File: config.mk
export PLATFORM = sky130hd
export DESIGN_NAME = meta_split
export DESIGN_NICKNAME = d
export VERILOG_FILES = /design/src/rtl/meta_split.sv
export SDC_FILE = /design/constraint.sdc
export NUM_CORES = 1
export LEC_CHECK = 0
export BUFFER_PORTS_ARGS = -buffer_cell sky130_fd_sc_hd__buf_2
export CAP_MARGIN = 20
export CORE_MARGIN = 2
export CORE_UTILIZATION = 46
export DETAILED_ROUTE_END_ITERATION = 7
export GPL_ROUTABILITY_DRIVEN = 0
export GPL_TIMING_DRIVEN = 0
export PLACE_DENSITY = 0.77
export SLEW_MARGIN = 20
export SYNTH_ARGS = -nofsm -noshare
export SYNTH_HDL_FRONTEND = slang
export SYNTH_SLANG_ARGS = --single-unit
File: constraint.sdc
create_clock -name clk -period 8.8 [get_ports clk]
set_input_delay 0.88 -clock clk [delete_from_list [all_inputs] [get_ports clk]]
set_output_delay 0.88 -clock clk [all_outputs]
set_load 0.01 [all_outputs]
File: src/rtl/meta_split.sv
// Splits a per-packet metadata word from an AXI-Stream payload. Packets whose first
// beat carries no valid metadata are discarded and counted.
//
// state | meaning
// FIRST | next accepted beat is the first beat of a packet
// PASS  | forwarding the body of a packet whose metadata was queued
// DROP  | discarding the body of a packet that had no metadata
module meta_split #(
  parameter int DATA_WIDTH = 64,
  parameter int META_WIDTH = 128
) (
  input  logic                    clk,
  input  logic                    rstn,
  input  logic [DATA_WIDTH-1:0]   s_axis_tdata,
  input  logic [DATA_WIDTH/8-1:0] s_axis_tkeep,
  input  logic                    s_axis_tvalid,
  input  logic                    s_axis_tlast,
  output logic                    s_axis_tready,
  input  logic [META_WIDTH-1:0]   s_meta_in,
  input  logic                    s_meta_valid,
  output logic [DATA_WIDTH-1:0]   m_axis_tdata,
  output logic [DATA_WIDTH/8-1:0] m_axis_tkeep,
  output logic                    m_axis_tvalid,
  output logic                    m_axis_tlast,
  input  logic                    m_axis_tready,
  output logic [META_WIDTH-1:0]   m_meta_out,
  output logic                    m_meta_valid,
  input  logic                    m_meta_ready,
  output logic [15:0]             drop_count,
  output logic [15:0]             pkt_count
);

  typedef enum logic [1:0] {
    FIRST = 2'd0,
    PASS  = 2'd1,
    DROP  = 2'd2
  } state_t;

  state_t state;
  logic   run;

  logic [META_WIDTH-1:0] fifo_mem [2];
  logic                  wr_ptr;
  logic                  rd_ptr;
  logic [1:0]            fifo_cnt;

  logic slice_free;
  logic accept;
  logic first_meta;
  logic first_drop;
  logic push;
  logic pop;
  logic load;

  // Space freed by a same-cycle pop is deliberately not counted, keeping ready off the pop path.
  always_comb begin
    slice_free    = !m_axis_tvalid || m_axis_tready;
    s_axis_tready = 1'b0;
    if (run) begin
      case (state)
        FIRST:   s_axis_tready = slice_free && (fifo_cnt < 2'd2);
        PASS:    s_axis_tready = slice_free;
        DROP:    s_axis_tready = 1'b1;
        default: s_axis_tready = 1'b0;
      endcase
    end
  end

  assign accept     = s_axis_tvalid && s_axis_tready;
  assign first_meta = accept && (state == FIRST) && s_meta_valid;
  assign first_drop = accept && (state == FIRST) && !s_meta_valid;
  assign push       = first_meta;
  assign load       = first_meta || (accept && (state == PASS));
  assign pop        = m_meta_valid && m_meta_ready;

  assign m_meta_valid = (fifo_cnt != 2'd0);
  assign m_meta_out   = fifo_mem[rd_ptr];

  always_ff @(posedge clk or negedge rstn) begin
    if (!rstn) begin
      state      <= FIRST;
      run        <= 1'b0;
      drop_count <= 16'd0;
      pkt_count  <= 16'd0;
    end else begin
      run <= 1'b1;
      if (first_meta) pkt_count <= pkt_count + 16'd1;
      if (first_drop && (drop_count != 16'hFFFF)) drop_count <= drop_count + 16'd1;
      if (accept) begin
        case (state)
          FIRST: begin
            if (!s_axis_tlast) state <= s_meta_valid ? PASS : DROP;
          end
          PASS, DROP: begin
            if (s_axis_tlast) state <= FIRST;
          end
          default: state <= FIRST;
        endcase
      end
    end
  end

  always_ff @(posedge clk or negedge rstn) begin
    if (!rstn) begin
      wr_ptr   <= 1'b0;
      rd_ptr   <= 1'b0;
      fifo_cnt <= 2'd0;
    end else begin
      if (push) wr_ptr <= ~wr_ptr;
      if (pop)  rd_ptr <= ~rd_ptr;
      case ({push, pop})
        2'b10:   fifo_cnt <= fifo_cnt + 2'd1;
        2'b01:   fifo_cnt <= fifo_cnt - 2'd1;
        default: fifo_cnt <= fifo_cnt;
      endcase
    end
  end

  always_ff @(posedge clk) begin
    if (push) fifo_mem[wr_ptr] <= s_meta_in;
  end

  always_ff @(posedge clk or negedge rstn) begin
    if (!rstn) begin
      m_axis_tvalid <= 1'b0;
      m_axis_tlast  <= 1'b0;
    end else if (load) begin
      m_axis_tvalid <= 1'b1;
      m_axis_tlast  <= s_axis_tlast;
    end else if (m_axis_tready) begin
      m_axis_tvalid <= 1'b0;
    end
  end

  always_ff @(posedge clk) begin
    if (load) begin
      m_axis_tdata <= s_axis_tdata;
      m_axis_tkeep <= s_axis_tkeep;
    end
  end

endmodule

; ---- After elaboration in Yosys (flattened, before gate mapping)
; Memory sizes are Yosys's and may differ from the RTL's.
; Cells that the tools add are included.
[op_classes]
add_sub_neg = 4
n_mul = 0
div = 0
magnitude_cmp = 1
n_eq_ne = 7
shift = 0
muxes = 11
bitwise_logic = 2
reduce_logical = 18
[ops]
columns = operator, count
row1 = "adder 16 x 1 -> 16 bit, second input constant", 2
row2 = "inequality test 16 bit, second input constant", 1
row3 = logical AND 1 bit, 8
row4 = case mux 2 bit (2 select lines), 2
row5 = 2-to-1 mux 2 bit, 3
row6 = nonzero test 2 bit, 3
row7 = 2-to-1 mux 1 bit, 5
row8 = "equality test 2 x 1 -> 1 bit, second input constant", 2
row9 = "equality test 2 bit, second input constant", 2
row10 = "inequality test 2 bit, second input constant", 2
row11 = case mux 1 bit (3 select lines), 1
row12 = AND reduction 3 bit, 1
row13 = "adder 2 x 1 -> 2 bit, second input constant", 1
row14 = zero test 1 bit, 2
row15 = zero test 2 bit, 1
row16 = logical OR 1 bit, 2
row17 = "less-than comparator 2 bit, second input constant", 1
row18 = NOT 1 bit, 2
row19 = OR reduction 2 bit, 1
row20 = "subtractor 2 x 1 -> 2 bit, second input constant", 1
[word_totals]
regBits = 113
latch_bits = 0
ram_bits = 256
romBits = 0
output_inout_bits = 236
elab_cells = 55
mem_count = 1
[memory_table]
columns = name, depth, width, read_ports, rd_clocked_by_memory_dff, wr, line_no
row1 = fifo_mem, 2, 128, 1, 0, 1, 42  ; logic [META_WIDTH-1:0] fifo_mem [2];

; ---- Logic depth before layout (Yosys ltp)
; Gate-level depths: netlist of run 1.
[depth]
ltp_word = 10
ltp_mapped = 11

; ---- Least setup slack after synthesis of run 1
; No wires, ideal clock.
[synth_timing]
kind = input to register
startpoint = input s_axis_tvalid
endpoint = memory fifo_mem[0][0], enable pin
t_arrival_ps = 6920
slack_ps = 1263
path_stages = 6
n_path_buf = 1
cell_sequence = and3b_1 -> o311ai_1 -> buf_2 -> nor2_2 -> inv_2 -> nor2_1
[synth_between]
elab_chain_len = 5
[synth_lines]
columns = element, line_no
row1 = "start, declared", 16  ; input logic s_axis_tvalid,
row2 = logical AND 1 bit, 69  ; assign accept = s_axis_tvalid && s_axis_tready;
row3 = logical AND 1 bit (2 in series), 70  ; assign first_meta = accept && (state == FIRST) && s_meta_valid;
row4 = 2-to-1 mux 1 bit, 120  ; if (push) fifo_mem[wr_ptr] <= s_meta_in;
row5 = 2-to-1 mux 1 bit (not written as such), 120
row6 = "end, declared", 42
; Every way passes these cells.

; ---- Final worst setup path of run 1
[layout_timing]
startpoint = register rd_ptr
endpoint = output m_meta_out[111]
[layout_between]
elab_chain_len = 1
[layout_lines]
columns = element, line_no
row1 = "start, declared", 44  ; logic rd_ptr;
row2 = "start signal, assigned", 110  ; if (pop) rd_ptr <= ~rd_ptr;
row3 = memory (2 x 128 bit), --
row4 = "end, declared", 26  ; output logic [META_WIDTH-1:0] m_meta_out,
; Every way passes these cells.

==> results of run 1 <==
layout make-up:
| class | count | area [um2] |
|---|---|---|
| clock inverter | 23 | 162.7 |
| sequential | 369 | 10880 |
| clock buffer | 47 | 1079 |
| tap | 384 | 480.5 |
| antenna | 9 | 22.52 |
| timing repair buffer | 453 | 2500 |
| buffer | 16 | 62.56 |
| inverter | 6 | 22.52 |
| multi-input combinational | 255 | 2356 |
| fill | 2155 | 10990 |
critical path: stages (launching register included):
cell and delay [ns]:
dfrtp_1 0.35, clkbuf_1 0.60, buf_1 0.61, mux2_2 0.44, buf_2 0.15
worst max-delay path by stage:
stage | from | slack [ns] | endpoint
2_1_floorplan | s_axis_tvalid | 1.26 | fifo_mem[0][0]
3_3_place_gp | s_axis_tvalid | -1.97 | fifo_mem[0][8]
3_5_place_dp | s_axis_tvalid | 5.47 | fifo_mem[0][8]
4_1_cts | rd_ptr | 5.12 | m_meta_out[113]
5_1_grt | rd_ptr | 5.07 | m_meta_out[113]
6_report | rd_ptr | 5.25 | m_meta_out[111]
per-layer routing:
metal	track usage	vias up
met5	0	-
met3	0.08661	68
met4	0.07773	6
met2	0.3655	345
li1	-	3512
met1	0.2046	3755
sequential cells by signal, indices dropped and copies added (netlist names), 2 cells and up:
signal	cells
pkt_count	16
state	2
fifo_mem	256
m_axis_tdata	64
m_axis_tkeep	8
drop_count	16
fifo_cnt	2
where the power goes:
part | switching, W | internal (W)
clock network | 0.000631 | 0.000929
logic | 0.000562 | 0.000480
registers | 0.0000555 | 0.00203
cell families after synthesis:
kind of cell | count (synthesis) | share of synthesized area
buffers and inverters | 22 | 0.006397
AOI/OAI and AO/OA | 9 | 0.003952
other | 1 | 0.0002820
adders and majority gates | 7 | 0.006585
and+or+nand+nor | 73 | 0.03171
xor gates and xnor gates | 34 | 0.02239
DFF | 369 | 0.8178
muxes | 131 | 0.1109
through the flow:
step,instance area [um2],instances,util,total power [W],hold slack (ns)
finish,17560,1562,0.6151,0.004690,0.4768
detailed placement,16300,1483,0.5709,0.003178,0.4650
global placement,15990,1472,0.5602,0.003149,0.4577
CTS,17540,1553,0.6144,0.004755,0.4728
global route,17560,1562,0.6151,0.004891,0.4890
floorplan,13300,646,-,0.002722,0.4555
cell usage after synthesis:
cell,count
mux2_2,131
buf_1,1
nand2b_1,1
edfxtp_1,328
nand2_1,16
conb_1,1
xnor2_1,26
or2_2,1
inv_1,5
and3_1,4
a21oi_1,2
nor3_2,1
ha_1,7
and4_1,5
dfrtp_1,41
or3b_2,1
nor2b_1,3
or4_4,1
o311ai_1,1
nor4_2,1
and2_1,2
and3b_1,1
nor2_1,6
buf_2,2
inv_2,1
o22ai_1,1
clkbuf_1,13
a22oi_1,1
nor4_1,3
nor4bb_1,2
nor3_1,5
nand3_1,11
o21ai_0,4
nor2_2,1
nand4_1,8
xor2_1,8
==> flow_metrics.py, run 1 <==
metrics = {
    "run_status": {
        "status": "finished clean",
    },
    "logic_synthesis": {
        "ys_warn_count": 0,
        "avgSynthCellArea_um2": 20.59,
        "ys_seq_area_frac": 0.8178,
        "synthesis.area_um2": 13300,
        "synthCells": 646,
        "ys_ff_latch": 369,
        "synth_area_leaders": "edfxtp_1 (74%), mux2_2 (11%), dfrtp_1 (7.7%)",
        "netlist-cell-type-count": 36,
        "syn_nets": 860,
        "synth_top_area_cell": "edfxtp_1",
        "yosys.area.top_type_share": 0.7406,
    },
    "sta": {
        "setup_viol": 0,
        "fmax_mhz": 281.4,
        "finalCriticalPeriod_ns": 3.554,
        "rsz0062_at_grt": "no",
        "worst_pin_slew_ns": 0.9205,
        "hold_viol": 0,
        "post-route-period-util": 0.4038,
        "fin_skew_ns": 0.01162,
        "drv_slew": 0,
        "fin_tns_setup_ns": 0,
        "max_slew_margin": 0.3863,
        "setup_slack_ns": 5.246,
    },
    "routing": {
        "wl_met3_um": 3388,
        "m1WireLength_um": 10350,
        "num_vias": 7686,
        "ant_nets": 0,
        "dr.max_layer_used": "met5",
        "wl_per_cell_um": 20.07,
        "wirelength_um": 31350,
        "vias_per_cell": 4.921,
        "post-route-drc-count": 0,
        "drt_iter0_drc": 461,
        "first_pass_iters": 4,
        "met2WireLength_um": 16630,
    },
    "floorplanning": {
        "die_h_um": 174.0,
        "start_util": 0.4659,
        "die_w_um": 174.0,
        "die_area_um2": 30290,
        "placementRows": 62,
        "ios": 443,
        "coreArea_um2": 28550,
    },
    "cts": {
        "cts.sinks": 369,
        "numCtsBuffers": 38,
        "cts_tree": "yes",
        "clk_pin_slew_ns": 0.06,
        "clk_path_buf_depth": 3,
        "htreeDepth": 2,
        "cts_root_buf": "clkbuf_16",
        "cts_hold_repair.buffers": 0,
        "clk_latency_ns": 0.51,
        "cts-resized-gates": 0,
        "post-cts-setup-buffers": 0,
    },
    "final_layout": {
        "layout-drive-gt1-share": 0.5595,
        "area.growth.synth_to_final_pct": 32.04,
        "nets": 1353,
        "mostFrequentLayoutCell": "buf_2",
        "layout_common_cells": "buf_2 (444), edfxtp_1 (328), mux2_2 (131)",
    },
    "global_route": {
        "grt_max_degree": 56,
        "grt_usage": 0.2017,
        "grt_pass1_wl_um": 46480,
        "antenna_found_initial": 13,
        "overflow": 0,
        "grt_pass1_vias": 8201,
    },
    "setup_path": {
        "worstReg2RegStart": "state[0]",
        "crit_type": "register to output pin",
        "startpoint_type": "register",
        "cp_data_arrival_time_ns": 2.67,
        "r2r_end": "fifo_mem[0][96]",
        "reg2reg_slack_ns": 5.66,
        "cp.required_ns": 7.92,
        "end_kind": "output pin",
        "crit_fanout": 10,
        "r2r_cells": 11,
    },
    "pwr": {
        "leakage_nw": 6.875,
        "vdd_ir_drop_max_mv": 0.1818,
        "p_per_area_nw_per_um2": 267.1,
    },
    "hold_path": {
        "hold_path_end": "pkt_count[15]",
        "worstHoldStart": "pkt_count[15]",
        "hold_path_depth": 1,
        "hp-class": "register to register",
    },
    "placement": {
        "port_buffers": 442,
        "dp_worst_setup_slack_ns": 5.470,
        "dp_hpwl_um": 23000,
    },
    "run": {
        "cap_violations": 0,
    },
}
(Power assumes the default switching activity.)
==> run 2, diff against run 1 <==
- clock period: 8.8 -> 3.3 ns (I/O delays scaled with it)
==> run 2 against run 1 <==
Against the previous run: critical path depth grew 7; final area grew 8.4%; combinational power grew to 2.8 times the previous value; worst hold slack lost 0.46 ns; non-clock buffer count grew 150.
==> flow_metrics.py, run 2 (synthesized netlist as in run 1, its figures left out) <==
metrics = {
    "floorplanning": {
        "start_util": 0.4659,
        "die_w_um": 174.0,
        "placementRows": 62,
        "ios": 443,
        "die_area_um2": 30290,
        "die_h_um": 174.0,
        "coreArea_um2": 28550,
    },
    "final_layout": {
        "area.growth.synth_to_final_pct": 43.16,
        "largest_register": "fifo_mem",
        "top_regs": "fifo_mem (256), m_axis_tdata (64)",
        "mostFrequentLayoutCell": "buf_2",
        "nets": 1503,
        "layout_common_cells": "buf_2 (443), edfxtp_1 (328), dlygate4sd3_1 (152)",
        "post-route-util": 0.6669,
        "fillers": 1930,
        "largest_reg_flops": 256,
        "layout-drive-gt1-share": 0.4943,
    },
    "setup_path": {
        "cp.required_ns": 3.50,
        "path_buf_inv": 6,
        "crit_type": "register to register",
        "worstPathCellList": "inv_1, ha_2, nor2b_4, o311ai_4, buf_6, nor2_4, inv_4, nor2_4, buf_12, buf_12, buf_12",
        "crit_fanout": 26,
        "end_kind": "register",
        "path_common_cell": "buf_12",
        "cp_data_arrival_time_ns": 3.26,
        "critical_path.max_stage_delay_ns": 0.53,
        "crit_family": "buffers and inverters",
        "startpoint_type": "register",
        "critical_path.slowest_cell": "nor2_4",
    },
    "sta": {
        "post-route-period-util": 0.9275,
        "fmax_mhz": 326.7,
        "max_slew_margin": 0.3859,
        "fin_skew_ns": 0.008183,
        "drv_slew": 0,
        "worst_pin_slew_ns": 0.9211,
        "hold_viol": 0,
        "finalCriticalPeriod_ns": 3.061,
        "rsz0062_at_grt": "no",
        "setup_viol": 0,
        "fin_tns_setup_ns": 0,
        "setup_slack_ns": 0.2393,
    },
    "cts": {
        "clk_pin_slew_ns": 0.06,
        "cts_tree": "yes",
        "cts.sinks": 369,
        "clk_path_buf_depth": 3,
        "cts-resized-gates": 0,
        "numCtsBuffers": 38,
        "clk_latency_ns": 0.50,
        "cts_root_buf": "clkbuf_16",
        "htreeDepth": 2,
    },
    "run": {
        "cap_violations": 0,
    },
    "global_route": {
        "grt_pass1_vias": 8947,
        "grt_pass1_wl_um": 50410,
        "grt_usage": 0.2169,
        "overflow": 0,
        "grt_max_degree": 53,
        "antenna_found_initial": 4,
    },
    "routing": {
        "wl_per_cell_um": 19.83,
        "ant_nets": 0,
        "num_vias": 8347,
        "post-route-drc-count": 0,
        "drt_iter0_drc": 600,
        "first_pass_iters": 5,
        "wirelength_um": 33780,
        "vias_per_cell": 4.898,
    },
    "placement": {
        "dp_hpwl_um": 22730,
        "port_buffers": 442,
        "dp_worst_setup_slack_ns": 0.2100,
    },
    "hold_path": {
        "hp-class": "input port to register",
    },
    "pwr": {
        "p_per_area_nw_per_um2": 668.3,
        "vdd_ir_drop_max_mv": 0.4159,
        "power_w": 0.01272,
        "leakage_nw": 7.478,
    },
    "run_status": {
        "status": "finished clean",
    },
}
run 2: through the flow:
step	instances	hold slack, ns	instance area, um2
after floorplan	646	0.03441	13360
after global placement	1472	0.4573	16050
after detailed placement	1481	0.4698	16270
after CTS	1699	0.0002034	19010
after global routing	1703	0.0007434	19040
final	1704	0.01782	19040
run 2: area by class of cell:
| class | instances | area, um2 | area share |
|---|---|---|---|
| clock inverter | 17 | 126.4 | 0.006637 |
| clock buffer | 51 | 1116 | 0.05862 |
| timing repair buffer | 603 | 3944 | 0.2071 |
| antenna | 3 | 7.507 | 0.0003943 |
| multi-input combinational | 255 | 2396 | 0.1258 |
| inverter | 6 | 25.02 | 0.001314 |
| sequential | 369 | 10880 | 0.5712 |
| tap | 384 | 480.5 | 0.02523 |
| buffer | 16 | 68.82 | 0.003614 |
run 2: power breakdown:
part	leakage, nW	internal, W	switching [W]	total, W
clock	0.607	0.00252	0.00166	0.00418
sequential	3.50	0.00542	0.000151	0.00557
combinational	3.37	0.00140	0.00156	0.00296
run 2: repair_timing:
| action | CTS | global route |
|---|---|---|
| hold buffers | 150 | 2 |
| endpoints found under the hold margin | 269 | 4 |
| setup buffers | 0 | 0 |
run 2: final timing paths:
| check | startpoint | slack [ns] | to | cells past startpoint |
|---|---|---|---|---|
| max | state[1] | 0.24 | fifo_mem[0][10] | 11 |
| max in group asynchronous | rstn | 2.22 | pkt_count[3] | 2 |
| min reg2reg | pkt_count[15] | 0.48 | pkt_count[15] | 1 |
| min | s_meta_in[19] | 0.02 | fifo_mem[0][19] | 1 |
| min in group asynchronous | rstn | 0.50 | drop_count[10] | 2 |
| max reg2reg | state[1] | 0.24 | fifo_mem[0][10] | 11 |
run 2: per-layer routing:
layer | vias to the layer above | routed length, um | global-route usage
met2 | 389 | 17440 | 0.3899
met4 | 2 | 895 | 0.06443
met3 | 64 | 3302 | 0.07940
met1 | 4085 | 12130 | 0.2407
met5 | - | 17 | 0
li1 | 3807 | - | -
==> run 3, diff against run 2 <==
- ABC_AREA: default -> 1
- PLACE_DENSITY: 0.77 -> 0.76
==> run 3 against run 2 <==
Against the previous run: synthesized area rose by 3.5%; via count is 27% higher; first-iteration DRC count up 26%; synthesized cell count grew 61%; fmax shrank 0.31%; sequential share of layout area decreased by 2.8 points; flip-flop and latch count did not move; clock power up 2%; core utilization is 1.0 points higher; sequential power decreased by 8.1%; global-route usage up 3.6 points; final area grew 5.1%.
==> flow_metrics.py, run 3 <==
metrics = {
    "run_status": {
        "status": "finished clean",
    },
    "pwr": {
        "clockPowerShare": 0.350,
        "p_switching_w": 0.003541,
        "vdd_ir_drop_max_mv": 0.5160,
        "p_sw_frac": 0.2903,
        "power_w": 0.01220,
        "seqPwrFrac": 0.420,
        "combPwrFrac": 0.230,
        "power.internal_w": 0.008655,
        "p_per_area_nw_per_um2": 609.5,
        "leakage_nw": 8.669,
    },
    "routing": {
        "first_pass_iters": 6,
        "vias_per_cell": 4.927,
        "ant_nets": 0,
        "drt_iter0_drc": 753,
        "wirelength_um": 41140,
        "num_vias": 10580,
        "post-route-drc-count": 0,
        "wl_per_cell_um": 19.15,
    },
    "global_route": {
        "overflow": 0,
        "antenna_found_initial": 6,
        "grt_usage": 0.2528,
        "grt_pass1_vias": 10850,
        "grt_max_degree": 42,
        "grt_pass1_wl_um": 59760,
    },
    "placement": {
        "port_buffers": 442,
        "dp_worst_setup_slack_ns": 0.2207,
        "dp_hpwl_um": 26700,
        "dp_cells": 1889,
    },
    "logic_synthesis": {
        "ys_seq_area_frac": 0.7902,
        "synthCells": 1042,
        "synth_top_area_cell": "edfxtp_1",
        "yosys.area.top_type_share": 0.7156,
        "async_reset_ff_frac": 0.1111,
        "avgSynthCellArea_um2": 13.21,
        "synth_area_leaders": "edfxtp_1 (72%), nand2_1 (13%), dfrtp_1 (7.5%)",
        "synth_flop_cell": "edfxtp_1",
        "yosys-top-cells-count": "nand2_1 (491), edfxtp_1 (328), dfrtp_1 (41)",
        "netlist-cell-type-count": 27,
        "yosysMostFrequentCell": "nand2_1",
        "ys_ff_latch": 369,
        "ys_warn_count": 0,
        "synth-edff-count": 328,
        "synthesis.area_um2": 13760,
        "syn_nets": 1256,
    },
    "setup_path": {
        "crit_fanout": 26,
        "startpoint_type": "register",
        "cp.required_ns": 3.51,
        "end_kind": "register",
        "cp_data_arrival_time_ns": 3.28,
        "crit_type": "register to register",
    },
    "sta": {
        "fmax_mhz": 325.7,
        "whs_ns": 0.02098,
        "setup_slack_ns": 0.2297,
        "fin_skew_ns": 0.02241,
        "worst_pin_slew_ns": 0.9442,
        "finalCriticalPeriod_ns": 3.070,
        "drv_slew": 0,
        "hold_viol": 0,
        "setup_viol": 0,
        "post-route-period-util": 0.9304,
        "max_slew_margin": 0.3705,
        "rsz0062_at_grt": "no",
    },
    "floorplanning": {
        "die_h_um": 177.0,
        "coreArea_um2": 29560,
        "ios": 443,
        "placementRows": 63,
        "die_w_um": 177.0,
        "die_area_um2": 31320,
        "start_util": 0.4656,
    },
    "cts": {
        "clk_path_buf_depth": 3,
        "cts_root_buf": "clkbuf_16",
        "clk_latency_ns": 0.52,
        "cts_hold_repair.buffers": 186,
        "htreeDepth": 2,
        "clk_pin_slew_ns": 0.06,
        "cts_tree": "yes",
        "cts-resized-gates": 0,
        "numCtsBuffers": 38,
        "cts.sinks": 369,
        "post-cts-setup-buffers": 0,
    },
    "final_layout": {
        "nets": 1941,
        "layout-drive-gt1-share": 0.3027,
        "seq_area_um2": 10880,
        "area.growth.synth_to_final_pct": 45.39,
        "post-route-util": 0.6770,
        "top_regs": "fifo_mem (256), m_axis_tdata (64)",
        "mostFrequentLayoutCell": "nand2_1",
        "largest_reg_flops": 256,
        "final_cells": 2148,
        "multi_input_area_um2": 2695,
        "layout_common_cells": "nand2_1 (491), buf_2 (444), edfxtp_1 (328)",
        "fillers": 1998,
        "largest_register": "fifo_mem",
    },
    "run": {
        "cap_violations": 0,
    },
    "hold_path": {
        "hp-class": "input port to register",
    },
}
==> run 3: area by class of cell <==
class,count,area share
well taps,390,0.02439
clock buffers,48,0.05259
clock inverters,16,0.009066
repair buffers,645,0.2233
inverters,21,0.003939
flip-flops and latches,369,0.5435
plain buffers,34,0.007628
diodes,7,0.0008754
multi-input cells,618,0.1347
==> run 3: metrics by stage <==
| stage | setup TNS [ns] | area (um2) |
|---|---|---|
| finish | 0 | 20010 |
| global route | 0 | 20010 |
| CTS | 0 | 19970 |
| detailed placement | 0 | 16880 |
| global placement | -424.24 | 16500 |
| floorplan | -130.33 | 13800 |
==> run 3: cell families after synthesis <==
kind of cell,count (synthesis),share of synthesized area
flops,369,0.7902
simple gates,568,0.1633
fa+ha+maj,7,0.006363
compound gates,15,0.005909
buf+inv,55,0.01682
other cells,1,0.0002725
xor+xnor,27,0.01718
==> run 3: path summary, 6_finish.rpt <==
kind / start / to / slack, ns / depth (start not counted)
max: state[1] / fifo_mem[0][29] / 0.23 / 12
max in group asynchronous: rstn / run / 2.20 / 2
min: s_meta_in[28] / fifo_mem[0][28] / 0.02 / 1
max reg2reg: state[1] / fifo_mem[0][29] / 0.23 / 12
min reg2reg: fifo_cnt[0] / fifo_cnt[0] / 0.52 / 1
min in group asynchronous: rstn / pkt_count[3] / 0.51 / 2
==> run 3: power groups by stage <==
stage	clock network, W	registers (W)	logic, W
final	0.00427	0.00512	0.00280
after global routing	0.00452	0.00512	0.00308
after CTS	0.00431	0.00512	0.00278
after detailed placement	0	0.00522	0.00258
after global placement	0	0.00522	0.00255
after floorplan	0	0.00521	0.00132
==> run 3: per-layer routing <==
| metal | vias up | global-route usage | part of all wire |
|---|---|---|---|
| met5 | - | 0 | 0 |
| met4 | 0 | 0.1391 | 0.054 |
| met3 | 124 | 0.07603 | 0.091 |
| met1 | 5011 | 0.2653 | 0.34 |
| li1 | 4890 | - | - |
| met2 | 559 | 0.4515 | 0.51 |
==> run 3: worst max-delay path: stages (launching register included) <==
cell,delay (ns)
dfrtp_1,0.41
inv_2,0.10
ha_1,0.17
inv_1,0.04
nand2_1,0.06
nand2_1,0.07
a21boi_2,0.19
nand4_1,0.32
buf_6,0.27
nor2_4,0.48
buf_16,0.24
buf_16,0.17
buf_12,0.20
